[config.mk]
export PLATFORM = sky130hd
export DESIGN_NAME = vm80a_intc
export DESIGN_NICKNAME = d
export VERILOG_FILES = /design/src/rtl/vm80a_intc.sv
export SDC_FILE = /design/constraint.sdc
export NUM_CORES = 1
export LEC_CHECK = 0
export ABC_AREA = 1
export CAP_MARGIN = 20
export CORE_UTILIZATION = 56
export CTS_BUF_LIST = sky130_fd_sc_hd__clkbuf_4 sky130_fd_sc_hd__clkbuf_8
export CTS_CLUSTER_DIAMETER = 80
export DETAILED_ROUTE_END_ITERATION = 6
export PLACE_DENSITY_LB_ADDON = 0.1
export SLEW_MARGIN = 20
export SYNTH_ARGS = -nofsm -noshare
export SYNTH_HDL_FRONTEND = slang
export SYNTH_SLANG_ARGS = --single-unit
[constraint.sdc]
create_clock -name clk -period 4.9 [get_ports clk]
set_input_delay 0.49 -clock clk [delete_from_list [all_inputs] [get_ports clk]]
set_output_delay 0.49 -clock clk [all_outputs]
set_load 0.01 [all_outputs]
[src/rtl/vm80a_intc.sv]
// Prioritised interrupt controller with periodic tick timer and RST-n vector generation for vm80a.
// Optional level-sensitive source mode is built when VM80A_INTC_LEVEL_EN is defined.
module vm80a_intc #(
  parameter int NIRQ      = 8,
  parameter int SYS_CLOCK = 50000000,
  parameter int TICK_HZ   = 1000
) (
  input  logic            clk,
  input  logic            rst_n,
  input  logic            ce,
  input  logic            wr,
  input  logic [2:0]      adr,
  input  logic [7:0]      din,
  output logic [7:0]      dout,
  input  logic [NIRQ-1:0] irq_i,
  input  logic            sync,
  input  logic [7:0]      dstat,
  output logic            int_o,
  output logic            inta_o,
  output logic [7:0]      vec_o
);

  localparam int PDIV = SYS_CLOCK / TICK_HZ;
  localparam int PW   = (PDIV > 1) ? $clog2(PDIV) : 1;
  localparam logic [PW-1:0] PMAX = PW'(PDIV - 1);

  logic [NIRQ-1:0] mask, pend, mode;
  logic [NIRQ-1:0] s1, s2, s3;
  logic [NIRQ-1:0] edge_det, req, w1c, ack_clr, pend_nx;
  logic [15:0]     rld, cnt;
  logic [7:0]      latch, rd;
  logic [PW-1:0]   pre;
  logic            wr_en, tmr_hi_wr, tick, expiry, capture, hit, inta_nx;
  logic [2:0]      n;
  logic            unused_ok;

  assign unused_ok = ^dstat[7:1];

  assign wr_en     = ce & wr;
  assign tmr_hi_wr = wr_en && (adr == 3'd3);
  assign tick      = (pre == PMAX);
  // A TMR_HI commit in the same clk as a tick swallows that tick.
  assign expiry    = tick & ~tmr_hi_wr & (rld != 16'd0) & (cnt == 16'd1);

  // Timer: free-running prescaler, down-counter reloaded from RLD on expiry.
  always_ff @(posedge clk) begin
    if (!rst_n) begin
      latch <= '0;
      rld   <= '0;
      cnt   <= '0;
      pre   <= '0;
    end else begin
      if (wr_en && (adr == 3'd2)) latch <= din;
      if (tmr_hi_wr) begin
        rld <= {din, latch};
        cnt <= {din, latch};
        pre <= '0;
      end else begin
        pre <= tick ? '0 : pre + PW'(1);
        if (tick && (rld != 16'd0))
          cnt <= (cnt <= 16'd1) ? rld : cnt - 16'd1;
      end
    end
  end

`ifdef VM80A_INTC_LEVEL_EN
  always_ff @(posedge clk) begin
    if (!rst_n)                      mode <= '0;
    else if (wr_en && (adr == 3'd4)) mode <= din[NIRQ-1:0];
  end
`else
  assign mode = '0;
`endif

  assign edge_det = s2 & ~s3;
  assign req      = pend & mask;
  assign w1c      = (wr_en && (adr == 3'd1)) ? din[NIRQ-1:0] : '0;
  assign capture  = sync & dstat[0] & ~inta_o;
  assign inta_nx  = sync ? dstat[0] : inta_o;

  // Lowest index wins: scan downward so the last hit is the smallest k.
  always_comb begin
    hit = 1'b0;
    n   = 3'd0;
    for (int k = NIRQ - 1; k >= 0; k--) begin
      if (req[k]) begin
        hit = 1'b1;
        n   = 3'(k);
      end
    end
    ack_clr = '0;
    pend_nx = '0;
    for (int k = 0; k < NIRQ; k++) begin
      ack_clr[k] = capture & hit & (n == 3'(k));
      if (mode[k])
        pend_nx[k] = s2[k] | ((k == 0) && expiry);
      else
        pend_nx[k] = (pend[k] & ~w1c[k] & ~ack_clr[k]) | edge_det[k] | ((k == 0) && expiry);
    end
  end

  always_comb begin
    rd = '0;
    case (adr)
      3'd0: rd[NIRQ-1:0] = mask;
      3'd1: rd[NIRQ-1:0] = pend;
      3'd2: rd = rld[7:0];
      3'd3: rd = rld[15:8];
`ifdef VM80A_INTC_LEVEL_EN
      3'd4: rd[NIRQ-1:0] = mode;
`endif
      default: rd = '0;
    endcase
  end

  always_ff @(posedge clk) begin
    if (!rst_n) begin
      mask   <= '0;
      pend   <= '0;
      s1     <= '0;
      s2     <= '0;
      s3     <= '0;
      int_o  <= 1'b0;
      inta_o <= 1'b0;
      vec_o  <= 8'hFF;
      dout   <= '0;
    end else begin
      s1   <= irq_i;
      s2   <= s1;
      s3   <= s2;
      pend <= pend_nx;
      if (wr_en && (adr == 3'd0)) mask <= din[NIRQ-1:0];
      if (ce && !wr)              dout <= rd;
      int_o  <= (|req) & ~inta_o;
      inta_o <= inta_nx;
      // Vector latched at INTA entry, held for the cycle, idles at RST 7.
      if (capture)
        vec_o <= hit ? {2'b11, n, 3'b111} : 8'hFF;
      else if (!inta_nx)
        vec_o <= 8'hFF;
    end
  end

endmodule

==> impl_metrics.py, run 1 <==
metrics = {
    "floorplanning": {
        "rows": 34,
        "die_y_um": 97.1,
        "coreArea_um2": 8720,
        "die_w_um": 97.1,
        "initial_core_util_pct": 58.1,
        "ioPinCount": 50,
        "die_area_um2": 9430,
    },
    "timing": {
        "slew_violations": 0,
        "hold_ws_ns": 0.410,
        "setup_viol": 0,
        "finalHoldViolations": 0,
        "max_freq_mhz": 440,
        "fin_crit_sh_pct": 46.3,
        "tightest_slew_ns": 0.662,
        "slew_headroom_pct": 55.9,
        "rsz0062_at_grt": "false",
        "min_period_ns": 2.27,
        "setup_tns_ns": 0,
        "finClkSkew_ns": 0.0149,
    },
    "critical_path": {
        "slowest_stage": "clkdlybuf4s50_1",
        "crit_path_cell_trace": "clkdlybuf4s50_1, nand3_2, nor2_2, buf_4, inv_1, nand2_1, nand3_1, a21oi_1, nor2_1",
        "r2r_slack_ns": 2.73,
        "cp_top_family": "buffers and inverters",
        "arrival_ns": 2.53,
        "crit_type": "input port to flop",
        "crit_start": "adr[0]",
        "end_kind": "flop",
        "rr_startpoint": "cnt[0]$_SDFFE_PN0P_",
        "crit_buf_inv": 3,
        "worstSetupStartpointType": "input port",
        "path_max_fanout": 23,
        "required_ns": 5.16,
        "worst_path_largest_cell_delay_ns": 0.54,
    },
    "detailed_routing": {
        "post-route-drc-count": 0,
        "vias_per_cell": 5.25,
        "avgRoutedWirePerCell_um": 13.1,
        "wl_um": 11400,
        "first_pass_iters": 6,
        "drtAntennaViolNets": 0,
        "drt_iter0_markers": 248,
        "dr_total_vias": 4576,
    },
    "run": {
        "drv_cap": 0,
    },
    "global_routing": {
        "grt-ovfl-total": 0,
        "grt_usage_pct": 24.6,
        "grt_pass1_vias": 4128,
        "antenna_found_initial": 0,
        "grt_use_met1_pct": 33.3,
        "grt_pass1_wl_um": 19000,
        "grt_busiest_layer": "met2",
        "globalRouteMet2Util_pct": 39.9,
        "grt_start_max_net_pins": 55,
        "met3_usage_pct": 4.68,
    },
    "power": {
        "power.density_nw_per_um2": 289,
        "p_leak_nw": 2.48,
        "ir_worst_vdd_v": 0.000199,
    },
    "cts": {
        "path_clk_slew_ns": 0.10,
        "root_buffer": "clkbuf_8",
        "cts_made_buffers": 9,
        "cts-htree-levels": 3,
        "clock_latency_ns": 0.37,
        "cts_hold_buf": 0,
        "clock_sinks": 109,
        "cts_tree": "done",
        "clockBufferDepth": 2,
        "ctsResizeCount": 0,
        "cts_setup_buffers": 0,
    },
    "synth": {
        "synth_xor_area_share_pct": 1.90,
        "synth_warnings": 0,
        "synthTopCellsByArea": "dfxtp_1 (43%), nand2_1 (12%), inv_1 (7.4%)",
        "synth.distinct_cells": 35,
        "syn_inst": 728,
        "synth_area_leader_cell": "dfxtp_1",
        "synth_top_family_by_area": "simple AND/OR/NAND/NOR gates",
        "synth_compound_area_share_pct": 14.4,
        "synth_top_area_share_pct": 43.1,
        "synth_area_per_cell_um2": 6.96,
        "muxShareOfSynthArea_pct": 0,
        "synthAdderAreaFrac_pct": 0.741,
        "yosysSeqAreaShare_pct": 43.1,
        "netlist_area_um2": 5060,
        "synth-simple-area-share_pct": 28.7,
        "ys_ff_latch": 109,
    },
    "finish": {
        "drive_gt1_share_pct": 6.95,
        "area_delta_synth_final_pct": 12.4,
        "final_common_cell": "nand2_1",
        "final_area_um2": 5690,
        "insertedDiodeCount": 0,
        "nFillCells": 857,
        "nets": 793,
        "final_cell_mix": "nand2_1 (158), dfxtp_1 (109), inv_1 (100)",
    },
    "hold_path": {
        "worstHoldStart": "s3[7]$_SDFF_PN0_",
        "hold_path_class": "flop to flop",
    },
    "placed_design": {
        "dp_hpwl_um": 8430,
        "gp_congestion": 0.884,
        "io_buffer_count": 37,
        "placed_area_um2": 5470,
    },
    "run_status": {
        "status": "completed",
    },
}
## area by class of cell
cell class              count  area [um2]  share of cell area, %
clock buffers               9         124                   2.18
repair buffers             40         393                   6.90
flip-flops and latches    109        2180                   38.3
inverters                 113         424                   7.45
well taps                 108         135                   2.37
clock inverters             7         100                   1.76
multi-input cells         485        2330                   41.0
## through the flow
| step | total power, mW | setup slack (ns) | utilization, % | instances |
|---|---|---|---|---|
| final | 1.64 | 2.63 | 65.3 | 871 |
| after global routing | 1.71 | 2.49 | 65.3 | 871 |
| after CTS | 1.65 | 2.67 | 65.3 | 871 |
| after detailed placement | 1.08 | 2.29 | 62.7 | 855 |
| after global placement | 1.07 | 2.35 | 62.7 | 855 |
| after floorplan | 1.04 | 3.32 | - | 732 |
## Yosys cell counts (all sizes together)
library cell	count
nand2	161
dfxtp	109
inv	107
nor2	92
a21oi	53
nand3	53
o21ai	49
o22ai	29
buf	16
nor3	11
xor2	10
clkbuf	9
nand4	9
clkinv	6
ha	3
nor3b	3
or2	3
conb	1
nand3b	1
o211ai	1
o21a	1
xnor2	1
## state kept, by name, summed over array words and instances (netlist names)
register	count
s2	8
cnt	16
vec_o	3
latch	8
int_o	1
inta_o	1
s3	8
pend	8
pre	16
mask	8
dout	8
rld	16
s1	8
## metal layers
| metal | vias up | wire [um] |
|---|---|---|
| met1 | 2067 | 5250 |
| met4 | 0 | 248 |
| met5 | - | 0 |
| met2 | 124 | 5320 |
| met3 | 17 | 560 |
| li1 | 2368 | - |
## final timing paths
path                          to  cells after the start
min reg2reg   pend[7]$_SDFF_PN0_                      1
max reg2reg  cnt[5]$_SDFFE_PN0P_                     11
max          cnt[6]$_SDFFE_PN0P_                      9
min           pend[7]$_SDFF_PN0_                      1
## report_power, final
group / internal (mW) / total, mW / switching, mW
clock: 0.254 / 0.586 / 0.332
combinational: 0.0507 / 0.143 / 0.0924
sequential: 0.906 / 0.916 / 0.00999
total: 1.21 / 1.64 / 0.434
## cell families (layout without fill, tap and decap cells)
kind of cell / count (synthesis) / in the layout
XOR/XNOR: 11 / 11
AND/OR/NAND/NOR: 333 / 333
flip-flops: 109 / 109
AO/OA/AOI/OAI: 133 / 133
other: 1 / 5
adder cells (fa/ha/maj): 3 / 3
buffers and inverters: 138 / 169
Power figures use the tool's default switching activity.
==> run 2: changes to the inputs <==
==> constraint.sdc (replaced) <==
create_clock -name clk -period 2.2 [get_ports clk]
set_input_delay 0.22 -clock clk [delete_from_list [all_inputs] [get_ports clk]]
set_output_delay 0.22 -clock clk [all_outputs]
set_load 0.01 [all_outputs]
==> run 2 against run 1 <==
  * Non-clock buffer count increased by 8
  * Critical endpoint is now cnt[2]$_SDFFE_PN0P_
  * Worst setup slack worse by 2.4 ns
  * Critical path depth increased by 2
  * Hold slack got worse by 0.060 ns
  * Sequential power rose by 120%
  * Design area up 0.77%
  * Via count up 1.3%
  * Utilization rose by 0.50 points
  * Sequential share of layout area fell by 0.29 points
==> impl_metrics.py, run 2 (synthesis gave the netlist of run 1 again) <==
metrics = {
    "timing": {
        "setup_tns_ns": 0,
        "tightest_slew_ns": 0.639,
        "min_period_ns": 1.95,
        "max_freq_mhz": 513,
        "setup_viol": 0,
        "rsz0062_at_grt": "false",
        "hold_ws_ns": 0.350,
        "finClkSkew_ns": 0.0106,
        "fin_crit_sh_pct": 88.5,
        "slew_headroom_pct": 57.4,
        "finalHoldViolations": 0,
        "slew_violations": 0,
    },
    "detailed_routing": {
        "wl_um": 11600,
        "vias_per_cell": 5.27,
        "drt_iter0_markers": 285,
        "post-route-drc-count": 0,
        "first_pass_iters": 5,
        "avgRoutedWirePerCell_um": 13.2,
        "drtAntennaViolNets": 0,
        "dr_total_vias": 4635,
    },
    "global_routing": {
        "grt_pass1_vias": 4199,
        "met3_usage_pct": 4.32,
        "grt_use_met1_pct": 33.2,
        "globalRouteMet2Util_pct": 40.4,
        "grt_busiest_layer": "met2",
        "grt_pass1_wl_um": 19200,
        "antenna_found_initial": 0,
        "grt-ovfl-total": 0,
        "grt_usage_pct": 24.9,
        "grt_start_max_net_pins": 41,
    },
    "run_status": {
        "status": "completed",
    },
    "cts": {
        "clock_sinks": 109,
        "cts_hold_buf": 0,
        "cts_tree": "done",
        "clock_latency_ns": 0.38,
        "cts-htree-levels": 3,
        "path_clk_slew_ns": 0.12,
        "cts_made_buffers": 9,
        "cts_setup_buffers": 0,
        "clockBufferDepth": 2,
        "ctsResizeCount": 0,
        "root_buffer": "clkbuf_8",
    },
    "critical_path": {
        "path_max_fanout": 13,
        "arrival_ns": 2.26,
        "worstSetupStartpointType": "flop",
        "end_kind": "flop",
        "required_ns": 2.51,
        "crit_type": "flop to flop",
    },
    "finish": {
        "area_delta_synth_final_pct": 13.3,
        "ff_latch_area_um2": 2180,
        "insertedDiodeCount": 0,
        "final_common_cell": "nand2_1",
        "final_cell_mix": "nand2_1 (158), dfxtp_1 (109), inv_1 (100)",
        "drive_gt1_share_pct": 7.91,
        "nFillCells": 804,
        "multi_input_area_um2": 2330,
        "nets": 801,
        "top_regs": "cnt: 16 flops, pre: 16 flops, rld: 16 flops",
    },
    "power": {
        "power.density_nw_per_um2": 628,
        "p_leak_nw": 2.51,
        "ir_worst_vdd_v": 0.000417,
    },
    "floorplanning": {
        "die_area_um2": 9430,
        "die_y_um": 97.1,
        "ioPinCount": 50,
        "initial_core_util_pct": 58.1,
        "rows": 34,
        "coreArea_um2": 8720,
        "die_w_um": 97.1,
    },
    "placed_design": {
        "io_buffer_count": 37,
        "gp_congestion": 0.869,
        "dp_hpwl_um": 8560,
    },
    "run": {
        "drv_cap": 0,
    },
    "hold_path": {
        "hold_path_class": "input port to flop",
    },
}
-- run 2: cell count changes in the layout (fill, tap and decap cells not counted), sizes merged --
cell    previous run  this run
buf                3        11
bufinv             1         0
clkinv             8         9
-- run 2: routing by layer --
metal  routed length [um]  share of wire (%)  vias up
met5                    0                  0        -
li1                     -                  -     2384
met2                 5300                 46      159
met4                  266                2.3        0
met1                 5400                 47     2064
met3                  648                5.6       28
-- run 2: final timing paths --
path                  startpoint                  end  slack, ns  depth (start not counted)
max          cnt[0]$_SDFFE_PN0P_  cnt[2]$_SDFFE_PN0P_       0.25                         11
max reg2reg  cnt[0]$_SDFFE_PN0P_  cnt[2]$_SDFFE_PN0P_       0.25                         11
min reg2reg     s3[3]$_SDFF_PN0_   pend[3]$_SDFF_PN0_       0.42                          1
min                     irq_i[7]     s1[7]$_SDFF_PN0_       0.35                          3
-- run 2: metrics by stage --
step | setup WS (ns) | std cells | cell area (um2) | util [%] | power [mW]
after floorplan | 0.618 | 732 | 5080 | - | 2.31
after global placement | 0.210 | 863 | 5530 | 63.4 | 2.40
after detailed placement | 0.160 | 863 | 5530 | 63.4 | 2.41
after CTS | 0.278 | 879 | 5740 | 65.8 | 3.63
after global routing | 0.0787 | 879 | 5740 | 65.8 | 3.73
final | 0.253 | 879 | 5740 | 65.8 | 3.60
-- run 2: where the power goes --
group          leakage, nW  internal [mW]  switching (mW)
Sequential           0.885           2.02          0.0225
Combinational         1.53          0.121           0.208
Clock                0.104          0.461           0.774
Total                 2.51           2.60            1.01
-- run 2: critical path, stage by stage, from the launching register on --
cell and delay (ns):
dfxtp_1 0.39, inv_1 0.09, ha_1 0.24, nand2_2 0.13, nor2_4 0.07, inv_2 0.05, nand2_2 0.04, nand2_2 0.22
inv_2 0.16, nor2_1 0.26, a21oi_1 0.11, a21oi_1 0.13
-- run 2: area by class of cell --
type	instances	area share [%]
Tap cell	108	2.36
Multi-Input combinational cell	485	40.7
Sequential cell	109	38.0
Clock buffer	9	2.16
Clock inverter	7	1.46
Timing Repair Buffer	48	7.90
Inverter	113	7.39
==> run 3: changes to the inputs <==
--- a/config.mk
+++ b/config.mk
@@ -6,8 +6,8 @@
 export NUM_CORES = 1
 export LEC_CHECK = 0
 export ABC_AREA = 1
-export CAP_MARGIN = 20
-export CORE_UTILIZATION = 56
+export CAP_MARGIN = 40
+export CORE_UTILIZATION = 55
 export CTS_BUF_LIST = sky130_fd_sc_hd__clkbuf_4 sky130_fd_sc_hd__clkbuf_8
 export CTS_CLUSTER_DIAMETER = 80
 export DETAILED_ROUTE_END_ITERATION = 6
==> run 3 against run 2 <==
  * The run now ends with design-rule violations left
  * Wire length down 2.5%
  * Sequential share of layout area down 0.16 points
  * First-iteration DRC count down 27%
  * Hold slack better by 0.00063 ns
  * Design area up 0.41%
  * Sequential power about the same
  * Utilization down 0.37 points
==> impl_metrics.py, run 3 (synthesis gave the netlist of run 1 again) <==
metrics = {
    "detailed_routing": {
        "first_pass_iters": 7,
        "avgRoutedWirePerCell_um": 12.9,
        "dr_total_vias": 4563,
        "vias_per_cell": 5.19,
        "drt_iter0_markers": 207,
        "drtAntennaViolNets": 0,
        "wl_um": 11300,
        "post-route-drc-count": 5,
    },
    "timing": {
        "fin_crit_sh_pct": 90.5,
        "setup_tns_ns": 0,
        "max_freq_mhz": 502,
        "min_period_ns": 1.99,
        "setup_viol": 0,
        "finalHoldViolations": 0,
        "slew_violations": 0,
        "rsz0062_at_grt": "false",
        "finClkSkew_ns": 0.0105,
        "tightest_slew_ns": 0.649,
        "slew_headroom_pct": 56.7,
        "hold_ws_ns": 0.351,
    },
    "finish": {
        "top_regs": "cnt: 16 flops, pre: 16 flops, rld: 16 flops",
        "final_common_cell": "nand2_1",
        "final_cell_mix": "nand2_1 (158), dfxtp_1 (109), inv_1 (100)",
        "drive_gt1_share_pct": 8.03,
        "final_area_um2": 5760,
        "nets": 802,
        "area_delta_synth_final_pct": 13.7,
        "insertedDiodeCount": 0,
    },
    "power": {
        "power_frac_seq_pct": 56.8,
        "clkPwrFrac_pct": 34.1,
        "switchingPower_uw": 990,
        "comb_power_share_pct": 9.1,
        "p_int_mw": 2.60,
        "power.density_nw_per_um2": 623,
        "total_power_mw": 3.59,
        "p_leak_nw": 2.52,
        "ir_worst_vdd_v": 0.000376,
        "p_sw_share_pct": 27.6,
    },
    "placed_design": {
        "io_buffer_count": 37,
        "dp_hpwl_um": 8450,
        "gp_congestion": 0.858,
        "placed_area_um2": 5550,
    },
    "critical_path": {
        "rr_worst_depth": 11,
        "crit_path_cell_trace": "inv_1, ha_1, nand2_2, nor2_4, inv_2, nand2_2, nand2_2, inv_2, nor2_1, a21oi_1, a21oi_1",
        "required_ns": 2.51,
        "end_kind": "flop",
        "cp.depth": 11,
        "rr_startpoint": "cnt[0]$_SDFFE_PN0P_",
        "crit_start": "cnt[0]$_SDFFE_PN0P_",
        "crit_buf_inv": 3,
        "path_max_fanout": 13,
        "slowest_stage": "dfxtp_1",
        "arrival_ns": 2.30,
        "cp_top_family": "simple AND/OR/NAND/NOR gates",
        "crit_top_cell": "nand2_2",
        "r2r_slack_ns": 0.21,
        "worst_path_largest_cell_delay_ns": 0.40,
        "crit_type": "flop to flop",
        "setup.worst_path.end": "cnt[5]$_SDFFE_PN0P_",
        "worstSetupStartpointType": "flop",
        "reg2reg_to": "cnt[5]$_SDFFE_PN0P_",
    },
    "cts": {
        "cts_setup_buffers": 0,
        "cts_tree": "done",
        "path_clk_slew_ns": 0.11,
        "cts_made_buffers": 9,
        "root_buffer": "clkbuf_8",
        "clockBufferDepth": 2,
        "ctsResizeCount": 0,
        "cts-htree-levels": 3,
        "clock_latency_ns": 0.38,
        "clock_sinks": 109,
        "cts_hold_buf": 0,
    },
    "global_routing": {
        "grt-ovfl-total": 0,
        "grt_pass1_vias": 4241,
        "grt_usage_pct": 24.5,
        "grt_start_max_net_pins": 54,
        "antenna_found_initial": 0,
        "grt_pass1_wl_um": 18900,
    },
    "floorplanning": {
        "coreArea_um2": 8810,
        "die_y_um": 98.0,
        "die_area_um2": 9600,
        "initial_core_util_pct": 57.5,
        "ioPinCount": 50,
        "rows": 34,
        "die_w_um": 98.0,
    },
    "run_status": {
        "violations": "design-rule violations",
        "status": "finished, violations left",
    },
    "hold_path": {
        "hold_path_class": "input port to flop",
    },
    "run": {
        "drv_cap": 0,
    },
}
## run 3: worst register-to-register path: cells and delay by family (launching register included)
family / cells / cell delay [ns]
flops: 1 / 0.40
simple gates: 5 / 0.72
fa+ha+maj: 1 / 0.24
compound gates: 2 / 0.26
buf+inv: 3 / 0.31
## run 3: layout make-up
class | instances | area (um2)
sequential | 109 | 2180
timing repair buffer | 49 | 473
fill | 826 | 3050
clock buffer | 9 | 124
tap | 108 | 135
multi-input combinational | 485 | 2330
clock inverter | 7 | 87.6
inverter | 113 | 424
## run 3: through the flow
step                      utilization (%)  setup slack (ns)  instances
after floorplan                         -             0.618        732
final                                65.4             0.210        880
after CTS                            65.4             0.259        880
after global routing                 65.4            0.0770        880
after global placement               63.0             0.225        864
after detailed placement             63.0             0.170        864
## run 3: how the worst min path moves through the flow
stage	endpoint	slack (ns)	from	cells after the start
finish	s1[6]$_SDFF_PN0_	0.35	irq_i[6]	3
global route	s1[4]$_SDFF_PN0_	0.35	irq_i[4]	3
CTS	s1[6]$_SDFF_PN0_	0.34	irq_i[6]	3
detailed placement	s2[5]$_SDFF_PN0_	0.40	s1[5]$_SDFF_PN0_	2
global placement	pend[3]$_SDFF_PN0_	0.39	s3[3]$_SDFF_PN0_	1
floorplan	s1[0]$_SDFF_PN0_	0.32	irq_i[0]	2
## run 3: power groups by stage
stage	clock, mW	sequential (mW)	combinational [mW]
floorplan	0	2.08	0.226
global placement	0	2.08	0.317
detailed placement	0	2.08	0.324
CTS	1.26	2.04	0.325
global route	1.33	2.05	0.366
finish	1.22	2.04	0.327
## run 3: per-layer routing
metal | track usage (%) | vias up | routed length (um) | share of wire, %
met5 | 0 | - | 0 | 0
li1 | - | 2402 | - | -
met3 | 4.15 | 28 | 624 | 5.5
met4 | 10.1 | 0 | 325 | 2.9
met1 | 32.5 | 1995 | 5170 | 46
met2 | 39.6 | 138 | 5200 | 46
